### config.mk
export PLATFORM = sky130hd
export DESIGN_NAME = axi_cache_bridge
export DESIGN_NICKNAME = d
export VERILOG_FILES = /design/src/rtl/axi_cache_bridge.sv
export SDC_FILE = /design/constraint.sdc
export NUM_CORES = 1
export LEC_CHECK = 0
export BUFFER_PORTS_ARGS = -buffer_cell sky130_fd_sc_hd__buf_2
export CORE_AREA = 2 2 186 188
export CTS_CLUSTER_DIAMETER = 200
export DETAILED_ROUTE_END_ITERATION = 7
export DIE_AREA = 0 0 188 190
export GPL_TIMING_DRIVEN = 0
export PLACE_DENSITY = 0.59
export SYNTH_ARGS = -nofsm -noshare
export SYNTH_HDL_FRONTEND = slang
export SYNTH_SLANG_ARGS = --single-unit
export TNS_END_PERCENT = 20
### constraint.sdc
create_clock -name aclk -period 6.85 [get_ports aclk]
set_input_delay 2.055 -clock aclk [delete_from_list [all_inputs] [get_ports aclk]]
set_output_delay 2.055 -clock aclk [all_outputs]
set_load 0.03 [all_outputs]
### src/rtl/axi_cache_bridge.sv
// axi_cache_bridge: round-robin AXI3 read arbiter for cache requesters plus a single-entry write buffer.
// Optional define AXI_BRIDGE_RAW_CHECK_EN holds off reads that hit the line sitting in the write buffer.
module axi_cache_bridge #(
   parameter int         NUM_RD     = 2,
   parameter int         LINE_WORDS = 4,
   parameter logic [3:0] WR_ID      = 4'd1
) (
   input  logic                       aclk,
   input  logic                       aresetn,
   input  logic [NUM_RD-1:0]          rd_req,
   input  logic [3*NUM_RD-1:0]        rd_type,
   input  logic [32*NUM_RD-1:0]       rd_addr,
   output logic [NUM_RD-1:0]          rd_rdy,
   output logic [NUM_RD-1:0]          ret_valid,
   output logic                       ret_last,
   output logic [31:0]                ret_data,
   input  logic                       wr_req,
   input  logic [2:0]                 wr_type,
   input  logic [31:0]                wr_addr,
   input  logic [3:0]                 wr_wstrb,
   input  logic [32*LINE_WORDS-1:0]   wr_data,
   output logic                       wr_rdy,
   output logic [3:0]                 arid,
   output logic [31:0]                araddr,
   output logic [3:0]                 arlen,
   output logic [2:0]                 arsize,
   output logic [1:0]                 arburst,
   output logic [1:0]                 arlock,
   output logic [3:0]                 arcache,
   output logic [2:0]                 arprot,
   output logic                       arvalid,
   input  logic                       arready,
   input  logic [3:0]                 rid,
   input  logic [31:0]                rdata,
   input  logic [1:0]                 rresp,
   input  logic                       rlast,
   input  logic                       rvalid,
   output logic                       rready,
   output logic [3:0]                 awid,
   output logic [31:0]                awaddr,
   output logic [3:0]                 awlen,
   output logic [2:0]                 awsize,
   output logic [1:0]                 awburst,
   output logic [1:0]                 awlock,
   output logic [3:0]                 awcache,
   output logic [2:0]                 awprot,
   output logic                       awvalid,
   input  logic                       awready,
   output logic [3:0]                 wid,
   output logic [31:0]                wdata,
   output logic [3:0]                 wstrb,
   output logic                       wlast,
   output logic                       wvalid,
   input  logic                       wready,
   input  logic [3:0]                 bid,
   input  logic [1:0]                 bresp,
   input  logic                       bvalid,
   output logic                       bready
);
   localparam int CW  = $clog2(LINE_WORDS);
   localparam int LSB = $clog2(4*LINE_WORDS);

   typedef enum logic       {AR_IDLE, AR_BUSY}       ar_state_t;
   typedef enum logic [1:0] {W_IDLE, W_SEND, W_B}    w_state_t;

   ar_state_t               ar_state_r, ar_next_s;
   w_state_t                w_state_r, w_next_s;
   logic [NUM_RD-1:0]       pend_r, blocked_s, elig_s;
   logic [2*NUM_RD-1:0]     rot_s;
   logic [3:0]              rr_ptr_r, grant_idx_s;
   logic [4:0]              sum_s;
   logic                    found_s, rd_accept_s, wr_accept_s;
   logic [31:0]             sel_addr_s;
   logic [2:0]              sel_type_s;
   logic [31:0]             wa_r;
   logic [3:0]              awlen_r, wstrb_r;
   logic [2:0]              awsize_r;
   logic [32*LINE_WORDS-1:0] wbuf_r;
   logic [CW-1:0]           cnt_r;
   logic                    aw_done_r, w_done_r, aw_fire_s, w_fire_s;
   logic                    unused_s;

   assign unused_s = ^{rresp, bresp, bid};

`ifdef AXI_BRIDGE_RAW_CHECK_EN
   // A read to the buffered line waits until the write response has come back.
   always_comb begin
      blocked_s = '0;
      for (int k = 0; k < NUM_RD; k++) begin
         blocked_s[k] = (w_state_r != W_IDLE) && (rd_addr[k*32+LSB +: 32-LSB] == wa_r[31:LSB]);
      end
   end
`else
   assign blocked_s = '0;
`endif

   // Rotate the eligible mask so bit 0 is rr_ptr, then take the first set bit.
   always_comb begin
      elig_s      = rd_req & ~pend_r & ~blocked_s;
      rot_s       = {elig_s, elig_s} >> rr_ptr_r;
      found_s     = 1'b0;
      grant_idx_s = 4'd0;
      sum_s       = 5'd0;
      for (int k = 0; k < NUM_RD; k++) begin
         if (!found_s && rot_s[k]) begin
            found_s     = 1'b1;
            sum_s       = {1'b0, rr_ptr_r} + 5'(k);
            grant_idx_s = (sum_s >= 5'(NUM_RD)) ? 4'(sum_s - 5'(NUM_RD)) : sum_s[3:0];
         end else begin
            sum_s = sum_s;
         end
      end
      sel_addr_s = 32'd0;
      sel_type_s = 3'd0;
      for (int k = 0; k < NUM_RD; k++) begin
         if (grant_idx_s == 4'(k)) begin
            sel_addr_s = rd_addr[k*32 +: 32];
            sel_type_s = rd_type[k*3 +: 3];
         end else begin
            sel_addr_s = sel_addr_s;
         end
      end
   end

   always_comb begin
      for (int k = 0; k < NUM_RD; k++) begin
         rd_rdy[k]    = aresetn && found_s && (ar_state_r == AR_IDLE) && (grant_idx_s == 4'(k));
         ret_valid[k] = rvalid && (rid == 4'(k)) && pend_r[k];
      end
   end

   assign rd_accept_s = |(rd_req & rd_rdy);
   assign ret_data    = rdata;
   assign ret_last    = rlast;

   always_ff @(posedge aclk or negedge aresetn) begin
      if (!aresetn) ar_state_r <= AR_IDLE;
      else          ar_state_r <= ar_next_s;
   end

   always_comb begin
      ar_next_s = ar_state_r;
      case (ar_state_r)
         AR_IDLE: if (rd_accept_s) ar_next_s = AR_BUSY; else ar_next_s = AR_IDLE;
         AR_BUSY: if (arready)     ar_next_s = AR_IDLE; else ar_next_s = AR_BUSY;
         default: ar_next_s = AR_IDLE;
      endcase
   end

   always_comb begin
      case (ar_state_r)
         AR_BUSY: arvalid = 1'b1;
         default: arvalid = 1'b0;
      endcase
   end

   // AR fields are captured at grant and held until the handshake.
   always_ff @(posedge aclk or negedge aresetn) begin
      if (!aresetn) begin
         arid     <= 4'd0;
         araddr   <= 32'd0;
         arlen    <= 4'd0;
         arsize   <= 3'd0;
         rr_ptr_r <= 4'd0;
      end else if (rd_accept_s) begin
         arid     <= grant_idx_s;
         araddr   <= sel_addr_s;
         arlen    <= (sel_type_s == 3'd4) ? 4'(LINE_WORDS-1) : 4'd0;
         arsize   <= (sel_type_s == 3'd4) ? 3'd2 : {1'b0, sel_type_s[1:0]};
         rr_ptr_r <= (grant_idx_s == 4'(NUM_RD-1)) ? 4'd0 : grant_idx_s + 4'd1;
      end
   end

   always_ff @(posedge aclk or negedge aresetn) begin
      if (!aresetn) begin
         pend_r <= '0;
      end else begin
         for (int k = 0; k < NUM_RD; k++) begin
            if (rd_accept_s && (grant_idx_s == 4'(k)))        pend_r[k] <= 1'b1;
            else if (rvalid && rlast && (rid == 4'(k)))       pend_r[k] <= 1'b0;
            else                                              pend_r[k] <= pend_r[k];
         end
      end
   end

   assign rready  = 1'b1;
   assign arburst = 2'b01;
   assign arlock  = 2'b00;
   assign arcache = 4'd0;
   assign arprot  = 3'd0;

   assign wr_accept_s = wr_req && (w_state_r == W_IDLE);
   assign aw_fire_s   = awvalid && awready;
   assign w_fire_s    = wvalid && wready;

   always_ff @(posedge aclk or negedge aresetn) begin
      if (!aresetn) w_state_r <= W_IDLE;
      else          w_state_r <= w_next_s;
   end

   // AW and W complete independently; W_B needs both.
   always_comb begin
      w_next_s = w_state_r;
      case (w_state_r)
         W_IDLE:  if (wr_req) w_next_s = W_SEND; else w_next_s = W_IDLE;
         W_SEND:  if ((aw_done_r || aw_fire_s) && (w_done_r || (w_fire_s && wlast)))
                     w_next_s = W_B;
                  else
                     w_next_s = W_SEND;
         W_B:     if (bvalid) w_next_s = W_IDLE; else w_next_s = W_B;
         default: w_next_s = W_IDLE;
      endcase
   end

   always_comb begin
      awvalid = 1'b0;
      wvalid  = 1'b0;
      bready  = 1'b0;
      wr_rdy  = 1'b0;
      case (w_state_r)
         W_IDLE:  wr_rdy = aresetn;
         W_SEND:  begin awvalid = !aw_done_r; wvalid = !w_done_r; end
         W_B:     bready = 1'b1;
         default: wr_rdy = 1'b0;
      endcase
   end

   always_ff @(posedge aclk or negedge aresetn) begin
      if (!aresetn) begin
         wa_r      <= 32'd0;
         awlen_r   <= 4'd0;
         awsize_r  <= 3'd0;
         wstrb_r   <= 4'd0;
         wbuf_r    <= '0;
         cnt_r     <= '0;
         aw_done_r <= 1'b0;
         w_done_r  <= 1'b0;
      end else if (wr_accept_s) begin
         wa_r      <= wr_addr;
         awlen_r   <= (wr_type == 3'd4) ? 4'(LINE_WORDS-1) : 4'd0;
         awsize_r  <= (wr_type == 3'd4) ? 3'd2 : {1'b0, wr_type[1:0]};
         wstrb_r   <= (wr_type == 3'd4) ? 4'hF : wr_wstrb;
         wbuf_r    <= wr_data;
         cnt_r     <= '0;
         aw_done_r <= 1'b0;
         w_done_r  <= 1'b0;
      end else if (w_state_r == W_SEND) begin
         if (aw_fire_s) aw_done_r <= 1'b1;
         if (w_fire_s && wlast)  w_done_r <= 1'b1;
         else if (w_fire_s)      cnt_r    <= cnt_r + CW'(1);
      end
   end

   always_comb begin
      wdata = 32'd0;
      for (int k = 0; k < LINE_WORDS; k++) begin
         if (cnt_r == CW'(k)) wdata = wbuf_r[k*32 +: 32];
         else                 wdata = wdata;
      end
   end

   assign wlast   = (4'(cnt_r) == awlen_r);
   assign wstrb   = wstrb_r;
   assign awaddr  = wa_r;
   assign awlen   = awlen_r;
   assign awsize  = awsize_r;
   assign awid    = WR_ID;
   assign wid     = WR_ID;
   assign awburst = 2'b01;
   assign awlock  = 2'b00;
   assign awcache = 4'd0;
   assign awprot  = 3'd0;
endmodule
== Yosys cells after proc, flatten, opt, wreduce, memory -nomap -nowiden ==
Cells that the tools add are included.
Word-level totals
  word-level logic and storage cells: 124
  ROM bits: 0
  output and inout bits: 192
  input bits: 292
  flip-flop bits (word level): 227
  memories: 0
  memory bits (writable): 0
  latch bits: 0
Operators by class
  shifts and indexed selects: 1
  divide/modulo/power cells: 0
  $lt $le $gt $ge: 2
  $mul: 0
  add/sub/neg operators: 5
  eq/ne operators: 11
  reductions and logical operators: 38
  bitwise operators: 4
  mux-type cells: 46
Operator list (count)
  $mux 32: 6
  $mux 4: 6
  $mux 1: 20
  $mux 2: 10
  $logic_and 1x1->1: 19
  $reduce_bool 2->1: 6
  $eq 4x1->1 const B: 2
  $logic_not 4->1: 2
  $sub 4x2->4 const B: 2
  $eq 2x2->1 const B: 3
  $eq 3x3->1 const B: 2
  $mux 3: 2
  $pmux 2 s3: 1
  $add 4x1->5 const B: 1
  $ge 5x2->1 const B: 1
  $add 4x1->4 const B: 1
  $and 2x2->2: 2
  $eq 2x1->1 const B: 2
  $eq 2x4->1: 1
  $ge 4x2->1 const B: 1
  $logic_not 2->1: 2
  $reduce_and 2->1: 2
  $shr 4x4->2: 1
  $logic_not 1->1: 3
  other kinds (8): 9

== Logic depth before layout (Yosys ltp) ==
Gate-level depths: netlist of run 1.
  depth after elaboration: 14
  depth in mapped cells: 9
  mapped depth without buffers: 8

== Worst setup path after synthesis of run 1 ==
No wires, ideal clock.
  path type: in2out
  start: input port rd_req[1]
  end: output port rd_rdy[0]
  data arrival time: 3490 ps
  path slack: 1305 ps
  buffers on the path: 1
  data required time: 4795 ps
  cell stages on the path: 7
  cell sequence: and2b_2 a31oi_1 o221ai_1 a41oi_2 nand2_4 buf_6 nor2_1
On the way
  word-level cells in the longest chain between the ends: 9
  elaborated cells on any way between the ends: 12
  those cells by class: 1 x shift; 4 x mux; 1 x bitwise; 6 x reduce/logical
Ends and longest elaborated chain
  start: declaration: line 10  | input logic [NUM_RD-1:0] rd_req,
  $and 2x2->2 (*): line 99  | elig_s = rd_req & ~pend_r & ~blocked_s;
  $shr 4x4->2 (*): line 100  | rot_s = {elig_s, elig_s} >> rr_ptr_r;
  $mux 1: line 105  | if (!found_s && rot_s[k]) begin
  $logic_not 1->1: line 105
  $logic_and 1x1->1: line 105
  $mux 1: line 105
  $logic_and 1x1->1 (2 in a row): line 127  | rd_rdy[k] = aresetn && found_s && (ar_state_r == AR_IDLE) && (grant_idx_s == 4'(k));
  $logic_and 1x1->1 (*): line 127
  end: declaration: line 13  | output logic [NUM_RD-1:0] rd_rdy,
Mark *: on every way between the ends. The rest lies on a longest branch, timed or not.

== Worst setup path in the final report of run 1 ==
  start: input port aresetn
  end: output port rd_rdy[1]
On the way
  word-level cells in the longest chain between the ends: 3
Ends and longest elaborated chain
  start: declaration: line 9  | input logic aresetn,
  $logic_and 1x1->1 (3 in a row): line 127
No other way between the ends.

==> results of run 1 <==
## metal layers
metal	vias up	GRT usage	share of wire
li1	4825	-	-
met3	46	0.0362	0.059
met4	8	0.0482	0.017
met2	291	0.350	0.52
met1	4462	0.219	0.40
met5	-	0	0.00084
## state kept, by name (all words and copies together), names as in the netlist
register	count
ar_state_r	1
araddr	32
arid	4
arlen	1
arsize	2
aw_done_r	1
awaddr	32
awlen	1
awsize	2
cnt_r	2
pend_r	2
rr_ptr_r	4
w_done_r	1
w_state_r	2
wbuf_r	128
wstrb	4
## cell usage after synthesis (2+ instances only)
| master | n | area (µm²) |
|---|---|---|
| sky130_fd_sc_hd__nand4_1 | 2 | 12.5 |
| sky130_fd_sc_hd__mux2_2 | 38 | 428 |
| sky130_fd_sc_hd__nor2_1 | 79 | 297 |
| sky130_fd_sc_hd__and2_1 | 6 | 37.5 |
| sky130_fd_sc_hd__or3_1 | 2 | 12.5 |
| sky130_fd_sc_hd__nand2b_1 | 3 | 18.8 |
| sky130_fd_sc_hd__ha_1 | 10 | 125 |
| sky130_fd_sc_hd__o21ai_0 | 39 | 195 |
| sky130_fd_sc_hd__clkbuf_1 | 59 | 221 |
| sky130_fd_sc_hd__nand2_1 | 559 | 2100 |
| sky130_fd_sc_hd__nor3_1 | 2 | 10.0 |
| sky130_fd_sc_hd__buf_1 | 5 | 18.8 |
| sky130_fd_sc_hd__a21oi_1 | 70 | 350 |
| sky130_fd_sc_hd__mux2i_1 | 2 | 20.0 |
| sky130_fd_sc_hd__inv_1 | 10 | 37.5 |
| sky130_fd_sc_hd__dfrtp_1 | 219 | 5480 |
| sky130_fd_sc_hd__mux2_4 | 30 | 450 |
| sky130_fd_sc_hd__nand3b_1 | 3 | 22.5 |
| sky130_fd_sc_hd__nor2b_1 | 2 | 12.5 |
| sky130_fd_sc_hd__buf_4 | 72 | 541 |
| sky130_fd_sc_hd__buf_2 | 3 | 15.0 |
| sky130_fd_sc_hd__nand3_1 | 4 | 20.0 |
| sky130_fd_sc_hd__o22a_1 | 4 | 35.0 |
| sky130_fd_sc_hd__xnor2_1 | 2 | 17.5 |
| sky130_fd_sc_hd__buf_12 | 3 | 60.1 |
| sky130_fd_sc_hd__a31oi_1 | 2 | 12.5 |
| sky130_fd_sc_hd__conb_1 | 2 | 7.51 |
## cells by family after synthesis
group	synth area share
mux	0.0843
compound gates	0.0637
buf+inv	0.0854
flops	0.508
simple gates	0.243
xor+xnor	0.00394
other cells	0.000696
fa+ha+maj	0.0116
## cell type report
cell class | instances | area share
Buffer | 144 | 0.0606
Antenna cell | 5 | 0.000861
Timing Repair Buffer | 408 | 0.144
Sequential cell | 219 | 0.377
Multi-Input combinational cell | 917 | 0.312
Tap cell | 455 | 0.0392
Clock inverter | 11 | 0.0113
Inverter | 11 | 0.00284
Clock buffer | 35 | 0.0520
## power by group
group | total, W | leakage, nW | switching [W] | internal [W]
sequential | 0.00223 | 2.70 | 0.000333 | 0.00190
combinational | 0.00299 | 4.88 | 0.00198 | 0.00101
clock | 0.00148 | 0.449 | 0.000562 | 0.000921
## path summary, 6_finish.rpt
path,start,end,slack [ns],depth (start not counted)
min reg2reg,awaddr[20],awaddr[20],0.47,2
max in group asynchronous,aresetn,araddr[11],4.26,3
max,aresetn,rd_rdy[1],0.71,9
min in group asynchronous,aresetn,wbuf_r[8],1.33,1
min,awaddr[20],awaddr[20],0.47,2
max reg2reg,w_state_r[1],wbuf_r[37],4.16,7
## stage by stage
step | std cells | worst slack (ns) | util | total power (W)
2_1_floorplan | 1291 | 1.30 | - | 0.00426
3_3_place_gp | 2152 | -2.97 | 0.399 | 0.00521
3_5_place_dp | 2154 | 0.641 | 0.400 | 0.00526
4_1_cts | 2200 | 0.637 | 0.428 | 0.00678
5_1_grt | 2205 | 0.508 | 0.428 | 0.00718
6_report | 2205 | 0.709 | 0.428 | 0.00670
## worst max-delay path: cells and delay by family
family | cells | cell delay (ns)
compound gates | 2 | 0.40
simple gates | 3 | 0.57
buf+inv | 4 | 0.99
==> results.txt, run 1 <==
The final hold violation count came out at 0. The number of synthesized register bits came out at 219. The tightest hold margin came out at 0.472 ns.

Leaving out fill and tap cells, the most frequent cell in the layout is sky130_fd_sc_hd__nand2_1. The fmax is 163 MHz. Measured along the y axis, the die boundary spans 190 µm. In this run the tightest slew margin relative to its limit is 0.330. The post-synthesis cell count came out at 1256.

The die is 188 µm wide. The violation count after the first detailed-routing iteration came out at between 400 and 500. The sequential cell area in the final layout came out at 0.00548 mm².

STA classifies the critical path startpoint as an input pin. Adding up every negative setup slack in the final design gives 0 ns. For the worst-skew pair, the clock arrives at the later sink with an insertion delay of 0.52 ns. Setup repair after global routing left no endpoint under its margin. For this configuration, the core starts out at a cell density of 0.318. The root buffer cell chosen for the clock tree is sky130_fd_sc_hd__clkbuf_16. The fraction of final layout cells sized beyond drive strength 1 came out at 0.350. Setup violations remaining at the end of the flow were counted as 0. In this run the static leakage power is 8.02 nW.

The largest net degree at the start of global routing came out at around 120. The overall fraction of global-route tracks in use came out at 0.187. The flow ran to the end, and the final reports show no timing, DRC or antenna violations. The total area of multi-input combinational cells came out at 0.00453 mm². The required arrival time at the worst endpoint came out at 4.80 ns. The number of resized instances in the post-cts repair step is 0. The number of nets still failing antenna checks after routing came out at 0.

The number of antenna violations at the first check in global routing was 10. Across the run, the number of max-cap violations was 0. The sequential share of the synthesized area is 0.508.

The number of global-route vias before repair is roughly 9.6k. Power spread over the standard cell area amounts to ~460 mW/mm². The number of buffers on the longest clock path came out at 3. In the routed design, unresolved DRC markers number 0.

In the final design database the tool counted 2029 nets. The area overhead of the layout relative to synthesis is 34.5%. The slew at the pin with the worst max-slew slack came out at slightly above 1 ns. The first-pass detailed-route iteration total came out at 5. The placeable core region came out at between 0.03 and 0.04 mm².

The class of the worst hold path is flip-flop to flip-flop. The cell area after technology mapping came out at around 0.011 mm². The largest individual stage delay along the critical path comes from the cell sky130_fd_sc_hd__buf_16. The ratio of final minimum period to clock period is 0.897.

The area of the die is 0.0357 mm². In this run, post-CTS hold repair placed 0 buffers. The worst setup path is captured at an output port.

On the worst path, the slowest cell contributes a delay of approximately 0.47 ns. Leaving out fill and tap cells, the most frequent cells in the layout are 559 x sky130_fd_sc_hd__nand2_1, 408 x sky130_fd_sc_hd__buf_2, 219 x sky130_fd_sc_hd__dfrtp_1, 79 x sky130_fd_sc_hd__nor2_1, 72 x sky130_fd_sc_hd__buf_4. TritonCTS built the clock tree. After filler insertion, the fill cell instance count of the layout stands at between 3k and 4k.

The data arrival time of the worst path came out at a little over 4 ns. The first-pass GRT wire length is 52600 µm. The number of synthesis warnings came out at 0.

The overflow left after global routing came out at 0. The HPWL reported at the end of detailed placement came out at 26900 µm. The final number of max-transition violations is 0. The clock net sink count is 219.

The number of distinct library cell variants in the gate-level netlist after synthesis is 51. The standard-cell row count came out at 68. The worst-case IR drop observed on VDD is 0.000269 V. The async set-reset flop share out of synthesis came out at 1.00. In this run the worst path has a maximum fanout of 116.

Once the clock tree was built, the setup fixing pass inserted 0 buffers. The largest clock skew in the final design came out at 0.00943 ns. The clock edge transition at the registers on the reported setup and hold paths came out at 0.06 ns.

The total non-filler cell area in the finished layout came out at 0.0145 mm². The total via count in the routed design came out at 9632. Dividing the detail-routed via count by the number of cells gives 4.37. The routed wire length is 34400 µm. Once placement finished, the instance area stood at between 0.01 and 0.015 mm². The number of H-tree levels came out at 1. The final weighted congestion in routability-driven placement came out at 0.839. The routed length per placed instance is 15.6 µm. The synthesized area per cell is 8.60 µm².

For this run, the leading register cell type out of synthesis is sky130_fd_sc_hd__dfrtp_1. The type of the setup path with the least slack is input pin to output port. The signal on the critical path passes through buf_8, buf_16, and3_2, o221ai_1, a41oi_2, nand2_4, buf_6, nor2_1, buf_2.

484 I/O pins were placed. The synthesized design contains 0 enable-type register cells. The routed design could run at a clock period as short as 6.14 ns. Clock tree synthesis inserted a total of 26 buffers. In this run the tool buffered the top-level ports with 406 buffer cells.
Power figures use the tool's default switching activity.
==> run 2: changes to the inputs <==
--- a/config.mk
+++ b/config.mk
@@ -6,12 +6,14 @@
 export NUM_CORES = 1
 export LEC_CHECK = 0
 export BUFFER_PORTS_ARGS = -buffer_cell sky130_fd_sc_hd__buf_2
-export CORE_AREA = 2 2 186 188
+export CELL_PAD_IN_SITES_DETAIL_PLACEMENT = 1
+export CELL_PAD_IN_SITES_GLOBAL_PLACEMENT = 1
+export CORE_AREA = 2 2 190 192
 export CTS_CLUSTER_DIAMETER = 200
 export DETAILED_ROUTE_END_ITERATION = 7
-export DIE_AREA = 0 0 188 190
+export DIE_AREA = 0 0 192 194
 export GPL_TIMING_DRIVEN = 0
-export PLACE_DENSITY = 0.59
+export PLACE_DENSITY = 0.75
 export SYNTH_ARGS = -nofsm -noshare
 export SYNTH_HDL_FRONTEND = slang
 export SYNTH_SLANG_ARGS = --single-unit
==> run 2 against run 1 <==
  * Fmax up 0.87%
  * Utilization down 1.4 points
  * Clock power up 3%
  * Flip-flop and latch count unchanged
  * Final area up 0.30%
  * Final cell count up 0.45%
==> results.txt, run 2 (synthesis results as in run 1) <==
The first-pass GRT wire length is 57400 µm (+9.1%). The largest clock skew in the final design is 0.0192 ns (+0.00980 ns). The net switching power figure came out at 0.00291 W (+1.2%). The data arrival time of the worst path is 4.03 ns (-0.06 ns).

The relative slew slack is 0.358 (+0.0285). The share of power burned in registers is 0.330 (-0.003). The critical path starts at aresetn.

The power share of the combinational group came out at 0.444 (-0.002). The number of nets in the layout is 2030 (+0.049%). Leaving out fill and tap cells, the most frequent cell in the layout is sky130_fd_sc_hd__nand2_1. The CTS tree is built. The area overhead of the layout relative to synthesis came out at 35.0%. The final number of max-transition violations came out at 0 (unchanged). The number of antenna violations at the first check in global routing was 10 (unchanged). The fraction of final layout cells sized beyond drive strength 1 is 0.350 (about the same).

The number of buffers added by the clock tree synthesis step is 27 (+3.8%). The die span in y is 194 µm (+2.1%). The first-pass detailed-route iteration total came out at 4 (-1). The per-cell via count in the routed design is 4.48 (+2.6%). The maximum fanout along the worst path is 115 (-0.86%). In this run the critical register-to-register path is launched from w_state_r[1]. The startpoint kind of the worst setup timing path is an input pin.

The number of resized instances in the post-cts repair step came out at 0 (unchanged). The tightest hold margin came out at 0.471 ns (-0.00134 ns). The total via count in the routed design is 9927 (+3.1%). The endpoint identified for the worst register-to-register timing path is wbuf_r[36]. The placed standard-cell area is 0.0136 mm² (about the same). The total area of multi-input combinational cells came out at 0.00453 mm² (unchanged).

The peak supply drop came to 0.000243 V (-9.7%). The switching part of the total is 0.430 (+0.000923). The residual DRC count is 0 (unchanged). The critical path is of the input pin to output port type. The tightest min-delay check is of the flip-flop to flip-flop type. The register-to-register setup slack is 4.11 ns (-0.05 ns).

The placeable core region came out at 0.0352 mm² (+3.8%). The number of violations of the max-capacitance limit came to 0 (unchanged). The number of setup violations in the final report was 0 (unchanged). The final weighted congestion in routability-driven placement was 0.780 (-7.0%).

The critical path capture point is rd_rdy[0]. In the layout the commonest cells are 559 x sky130_fd_sc_hd__nand2_1, 408 x sky130_fd_sc_hd__buf_2, 219 x sky130_fd_sc_hd__dfrtp_1, 79 x sky130_fd_sc_hd__nor2_1, 72 x sky130_fd_sc_hd__buf_4. The worst setup path is captured at an output port. The initial core utilization was 0.307 (-0.0115). The fmax is 164 MHz (+0.87%). The total power density per cell area came to 464 mW/mm² (+0.64%).

Setup repair after global routing left no endpoint under its margin. The leakage power is 8.05 nW (+0.26%). The number of nets still failing antenna checks after routing came out at 0 (unchanged). The largest register by flop count is wbuf_r. The count of fill cells added during filler insertion is 4393 (+27%). The total of hold buffers inserted after clock tree synthesis is 0 (unchanged). The routed wire length came out at 37600 µm (+9.1%). The HPWL reported at the end of detailed placement came to 29400 µm (+9.2%).

The clock net sink count came to 219 (unchanged). The clock edge transition at the registers on the reported setup and hold paths is 0.06 ns (about the same). The number of buffers on the longest clock path is 3 (unchanged).

The slew at the pin with the worst max-slew slack came to 0.963 ns (-0.0428 ns). The flow ran to the end, and the final reports show no timing, DRC or antenna violations. The flip-flop count of the largest register after layout is 128 (unchanged). The count of buffers added by post-CTS timing repair for setup is 0 (unchanged). The number of global-route vias before repair came out at 10.7k (+12%). The violation count after the first detailed-routing iteration is 326 (-26%). The final critical-path required period came to 6.09 ns (-0.0527 ns). The internal power component came to 0.00385 W (+0.78%). The die span in x is 192 µm (+2.1%). Clock tree synthesis selected as its root buffer the cell sky130_fd_sc_hd__clkbuf_16. The post-layout utilization of the core is 0.414 (-0.0143). The standard-cell row count is 69 (+1.5%). The overflow left after global routing is 0 (unchanged). The clock power share came out at 0.226 (+0.005). The number of H-tree levels is 1 (unchanged). The worst-skew pair later-pin latency is 0.54 ns (+0.02 ns). The final hold violation count was 0 (unchanged). The routed length per placed instance came out at 17.0 µm (+8.6%). The total non-filler cell area in the finished layout is 0.0146 mm² (+0.30%). The number of cells traversed by the worst register-to-register path came out at 7 (unchanged). The sequential cell area in the final layout came to 0.00548 mm² (unchanged). The largest net degree at the start of global routing came out at 116 (-0.85%). The number of top-level pins came to 484 (unchanged). The overall fraction of global-route tracks in use came to 0.198 (+0.0108). The required arrival time at the worst endpoint is 4.80 ns (about the same). The number of port buffers came out at 406 (unchanged). The area of the die came to 0.0372 mm² (+4.3%). The ratio of final minimum period to clock period came to 0.889 (-0.00769).
==> run 2: changes by cell type in the layout (fill, tap and decap cells not counted) <==
cell	change
sky130_fd_sc_hd__clkbuf_1	+2
sky130_fd_sc_hd__clkbuf_8	+2
sky130_fd_sc_hd__clkinvlp_4	-1
sky130_fd_sc_hd__inv_6	+1
==> run 2: how the worst min path moves through the flow <==
stage	start	endpoint	slack [ns]	cells after the start
floorplan	wbuf_r[0]	wbuf_r[0]	0.45	2
global placement	awaddr[24]	awaddr[24]	0.45	2
detailed placement	awaddr[30]	awaddr[30]	0.46	2
CTS	awaddr[30]	awaddr[30]	0.48	2
global route	wbuf_r[88]	wbuf_r[88]	0.49	2
finish	awaddr[30]	awaddr[30]	0.47	2
==> run 2: final cells by class <==
cell class,count,area share
Clock inverter,11,0.0113
Clock buffer,39,0.0543
Buffer,144,0.0605
Tap cell,461,0.0396
Inverter,11,0.00283
Timing Repair Buffer,408,0.144
Sequential cell,219,0.376
Antenna cell,5,0.000859
Multi-Input combinational cell,917,0.311
==> run 2: metal layers <==
| metal | wire, µm | vias up | part of all wire | GRT usage |
|---|---|---|---|---|
| li1 | - | 4816 | - | - |
| met3 | 2630 | 60 | 0.070 | 0.0478 |
| met2 | 19900 | 317 | 0.53 | 0.380 |
| met5 | 71 | - | 0.0019 | 0 |
| met1 | 14200 | 4722 | 0.38 | 0.218 |
| met4 | 717 | 12 | 0.019 | 0.0421 |
==> run 2: power groups by stage <==
stage                     sequential, W  combinational (W)  clock (W)
final                           0.00223            0.00300    0.00152
after global routing            0.00231            0.00332    0.00162
after CTS                       0.00224            0.00308    0.00157
after detailed placement        0.00226            0.00305          0
after global placement          0.00222            0.00299          0
after floorplan                 0.00261            0.00165          0
==> run 2: worst max-delay path, cell delays in order <==
cell	delay [ns]
sky130_fd_sc_hd__buf_8	0.08
sky130_fd_sc_hd__buf_16	0.42
sky130_fd_sc_hd__and3_2	0.31
sky130_fd_sc_hd__o221ai_1	0.14
sky130_fd_sc_hd__a41oi_2	0.27
sky130_fd_sc_hd__nand2_4	0.18
sky130_fd_sc_hd__buf_6	0.18
sky130_fd_sc_hd__nor2_1	0.08
sky130_fd_sc_hd__buf_2	0.21
==> run 2: per-stage QoR <==
step                setup slack (ns)  setup TNS (ns)  power (W)  cells
finish                         0.761               0    0.00676   2215
global route                   0.577               0    0.00725   2213
CTS                            0.712               0    0.00689   2210
detailed placement             0.747               0    0.00531   2160
global placement               -3.03         -133.50    0.00521   2158
floorplan                       1.30               0    0.00426   1291
==> run 3: changes to the inputs <==
--- a/config.mk
+++ b/config.mk
@@ -8,12 +8,12 @@
 export BUFFER_PORTS_ARGS = -buffer_cell sky130_fd_sc_hd__buf_2
 export CELL_PAD_IN_SITES_DETAIL_PLACEMENT = 1
 export CELL_PAD_IN_SITES_GLOBAL_PLACEMENT = 1
-export CORE_AREA = 2 2 190 192
+export CORE_AREA = 3 3 186 188
 export CTS_CLUSTER_DIAMETER = 200
 export DETAILED_ROUTE_END_ITERATION = 7
-export DIE_AREA = 0 0 192 194
+export DIE_AREA = 0 0 189 191
 export GPL_TIMING_DRIVEN = 0
-export PLACE_DENSITY = 0.75
+export PLACE_DENSITY = 0.79
 export SYNTH_ARGS = -nofsm -noshare
 export SYNTH_HDL_FRONTEND = slang
 export SYNTH_SLANG_ARGS = --single-unit
==> run 3 against run 2 <==
  * Wire length rose by 4.9%
  * Hold slack lost 0.0016 ns
  * Non-clock buffer count stayed put
  * Critical path type unchanged
  * Sequential power hardly changed
  * Worst setup slack worse by 0.048 ns
  * Flip-flop and latch count stayed put
  * Clock power about the same
  * Global-route usage rose by 1.3 points
  * Power is 1.1% higher
  * Critical path depth stayed put
  * Die area fell by 3.1%
  * Clock-buffer cell count is 1 lower
  * Largest power group unchanged
==> results.txt, run 3 (synthesis results as in run 1) <==
The run finished with clean final reports. The flip-flop count of the largest register after layout came to 128 (unchanged). The final number of max-transition violations was 0 (unchanged). The final weighted congestion in routability-driven placement is 0.823 (+5.4%). The count of buffers added by post-CTS timing repair for setup came to 0 (unchanged). The worst setup path startpoint is aresetn. The class of the worst hold path is flip-flop to flip-flop. The first-pass GRT wire length is 59800 µm (+4.2%). The total power density per cell area came out at 470 mW/mm² (+1.2%). The worst-skew pair later-pin latency came out at 0.55 ns (about the same). The clock net sink count came out at 219 (unchanged). The HPWL reported at the end of detailed placement was 31100 µm (+5.7%). The total negative slack for setup checks is 0 ns (unchanged). The routed length per placed instance came out at 17.9 µm (+5.6%). The relative slew slack came out at 0.409 (+0.0514). Setup repair after global routing left no endpoint under its margin. Relative to the synthesized area, the layout overhead comes to 34.8%.

The placeable core region came out at 0.0333 mm² (-5.5%). The final hold violation count is 0 (unchanged). The final critical-path required period came out at 6.14 ns (+0.0481 ns). The number of nets in the layout came out at 2030 (unchanged). The largest clock skew in the final design came out at 0.0318 ns (+0.0126 ns). The worst setup path is launched from an input pin. The ratio of final minimum period to clock period came out at 0.896 (+0.00703). The peak supply drop is 0.000232 V (-4.7%).

The overall fraction of global-route tracks in use came out at 0.211 (+0.0132). The overflow left after global routing came out at 0 (unchanged). The area of the die is 0.0361 mm² (-3.1%).

The total power consumption of the routed design came to 0.00684 W (+1.1%). The initial core utilization came out at 0.324 (+0.0179). The worst setup path is captured at an output port. The standard-cell row count is 67 (-2.9%). The per-cell via count in the routed design was 4.55 (+1.6%).

The required arrival time at the worst endpoint was 4.80 ns (about the same). The number of nets still failing antenna checks after routing is 0 (unchanged). The fmax came out at 163 MHz (-0.78%). The slew at the pin with the worst max-slew slack came out at 0.886 ns (-0.0771 ns). TritonCTS built the clock tree. The leakage power is 8.04 nW (about the same). The critical path in this run is classified as input pin to output port.

The root buffer cell chosen for the clock tree is sky130_fd_sc_hd__clkbuf_16. The residual DRC count was 0 (unchanged). The violation count after the first detailed-routing iteration is 273 (-16%). The maximum fanout along the worst path is 92 (-20%). In this run the most critical hold path is launched from awaddr[26]. The number of port buffers came out at 406 (unchanged).

The total via count in the routed design is 10.0k (+0.92%). The startpoint identified for the worst register-to-register timing path is w_state_r[1]. The number of buffers on the longest clock path is 3 (unchanged). The clock edge transition at the registers on the reported setup and hold paths came out at 0.06 ns (about the same). The data arrival time of the worst path is 4.08 ns (+0.05 ns).

The number of global-route vias before repair is 10.8k (+1.2%). The largest net degree at the start of global routing is 93 (-20%). The number of buffers added by the clock tree synthesis step was 27 (unchanged). The die span in y is 191 µm (-1.5%).

The total of hold buffers inserted after clock tree synthesis is 0 (unchanged). The number of top-level pins is 484 (unchanged). The number of H-tree levels was 1 (unchanged). In the layout the commonest cells are 559 x sky130_fd_sc_hd__nand2_1, 408 x sky130_fd_sc_hd__buf_2, 219 x sky130_fd_sc_hd__dfrtp_1, 79 x sky130_fd_sc_hd__nor2_1, 72 x sky130_fd_sc_hd__buf_4. The die span in x came out at 189 µm (-1.6%). The fraction of final layout cells sized beyond drive strength 1 is 0.349 (-0.000572). The number of violations of the max-capacitance limit is 0 (unchanged).

More flip-flops sit in one register than any other, and that register is wbuf_r. The number of resized instances in the post-cts repair step is 0 (unchanged). The count of fill cells added during filler insertion came to 4111 (-6.4%).

The routed wire length is 39400 µm (+4.9%). The number of setup violations in the final report was 0 (unchanged). The number of antenna violations at the first check in global routing is 4 (-6).

The library cell used most frequently in the layout, excluding fill and tap cells, is sky130_fd_sc_hd__nand2_1. The first-pass detailed-route iteration total came out at 4 (unchanged).
run 3: cell types whose count changed in the layout (fill, tap and decap cells not counted), sizes merged:
cell	change
bufinv	+1
diode	-2
clkbuf	-1
clkinv	-1
clkinvlp	+1
run 3: routing by layer:
metal | part of all wire | GRT usage | up-vias
met5 | 0.00069 | 0 | -
met4 | 0.033 | 0.0679 | 4
met3 | 0.076 | 0.0537 | 61
met2 | 0.52 | 0.404 | 348
met1 | 0.37 | 0.226 | 4782
li1 | - | - | 4823
run 3: final timing paths:
path	to	slack, ns	depth (start not counted)
max in group asynchronous	wbuf_r[116]	4.60	2
setup / recovery	rd_rdy[1]	0.71	9
hold / removal	awaddr[26]	0.47	2
hold reg to reg	awaddr[26]	0.47	2
setup reg to reg	wbuf_r[31]	4.15	7
min in group asynchronous	araddr[11]	1.38	1
run 3: layout make-up:
| class | count | area [µm²] | area share |
|---|---|---|---|
| Inverter | 11 | 41.3 | 0.00284 |
| Multi-Input combinational cell | 917 | 4530 | 0.311 |
| Buffer | 144 | 881 | 0.0605 |
| Timing Repair Buffer | 408 | 2100 | 0.144 |
| Clock inverter | 12 | 194 | 0.0133 |
| Antenna cell | 3 | 7.51 | 0.000516 |
| Tap cell | 448 | 561 | 0.0385 |
| Sequential cell | 219 | 5480 | 0.377 |
| Clock buffer | 38 | 767 | 0.0527 |
run 3: stage by stage:
stage / instance area [µm²] / worst slack [ns] / hold WS [ns] / std cells / util
after floorplan: 10900 / 1.30 / 0.446 / 1291 / -
after global placement: 13500 / -2.84 / 0.453 / 2145 / 0.406
after detailed placement: 13600 / 0.640 / 0.458 / 2147 / 0.408
after CTS: 14500 / 0.641 / 0.476 / 2197 / 0.437
after global routing: 14600 / 0.404 / 0.499 / 2199 / 0.437
final: 14600 / 0.713 / 0.469 / 2200 / 0.437
run 3: where the power goes:
group / total, W / internal, W / switching [W] / leakage (nW)
logic: 0.00305 / 0.00101 / 0.00205 / 4.88
clock network: 0.00154 / 0.000966 / 0.000571 / 0.467
registers: 0.00225 / 0.00190 / 0.000349 / 2.70
total: 0.00684 / 0.00387 / 0.00296 / 8.04
run 3: worst max-delay path, cell delays in order:
cell and delay, ns:
sky130_fd_sc_hd__buf_8 0.27, sky130_fd_sc_hd__buf_16 0.38, sky130_fd_sc_hd__and3_2 0.27, sky130_fd_sc_hd__o221ai_1 0.13, sky130_fd_sc_hd__a41oi_2 0.26, sky130_fd_sc_hd__nand2_4 0.18
sky130_fd_sc_hd__buf_6 0.18, sky130_fd_sc_hd__nor2_1 0.08, sky130_fd_sc_hd__buf_2 0.21
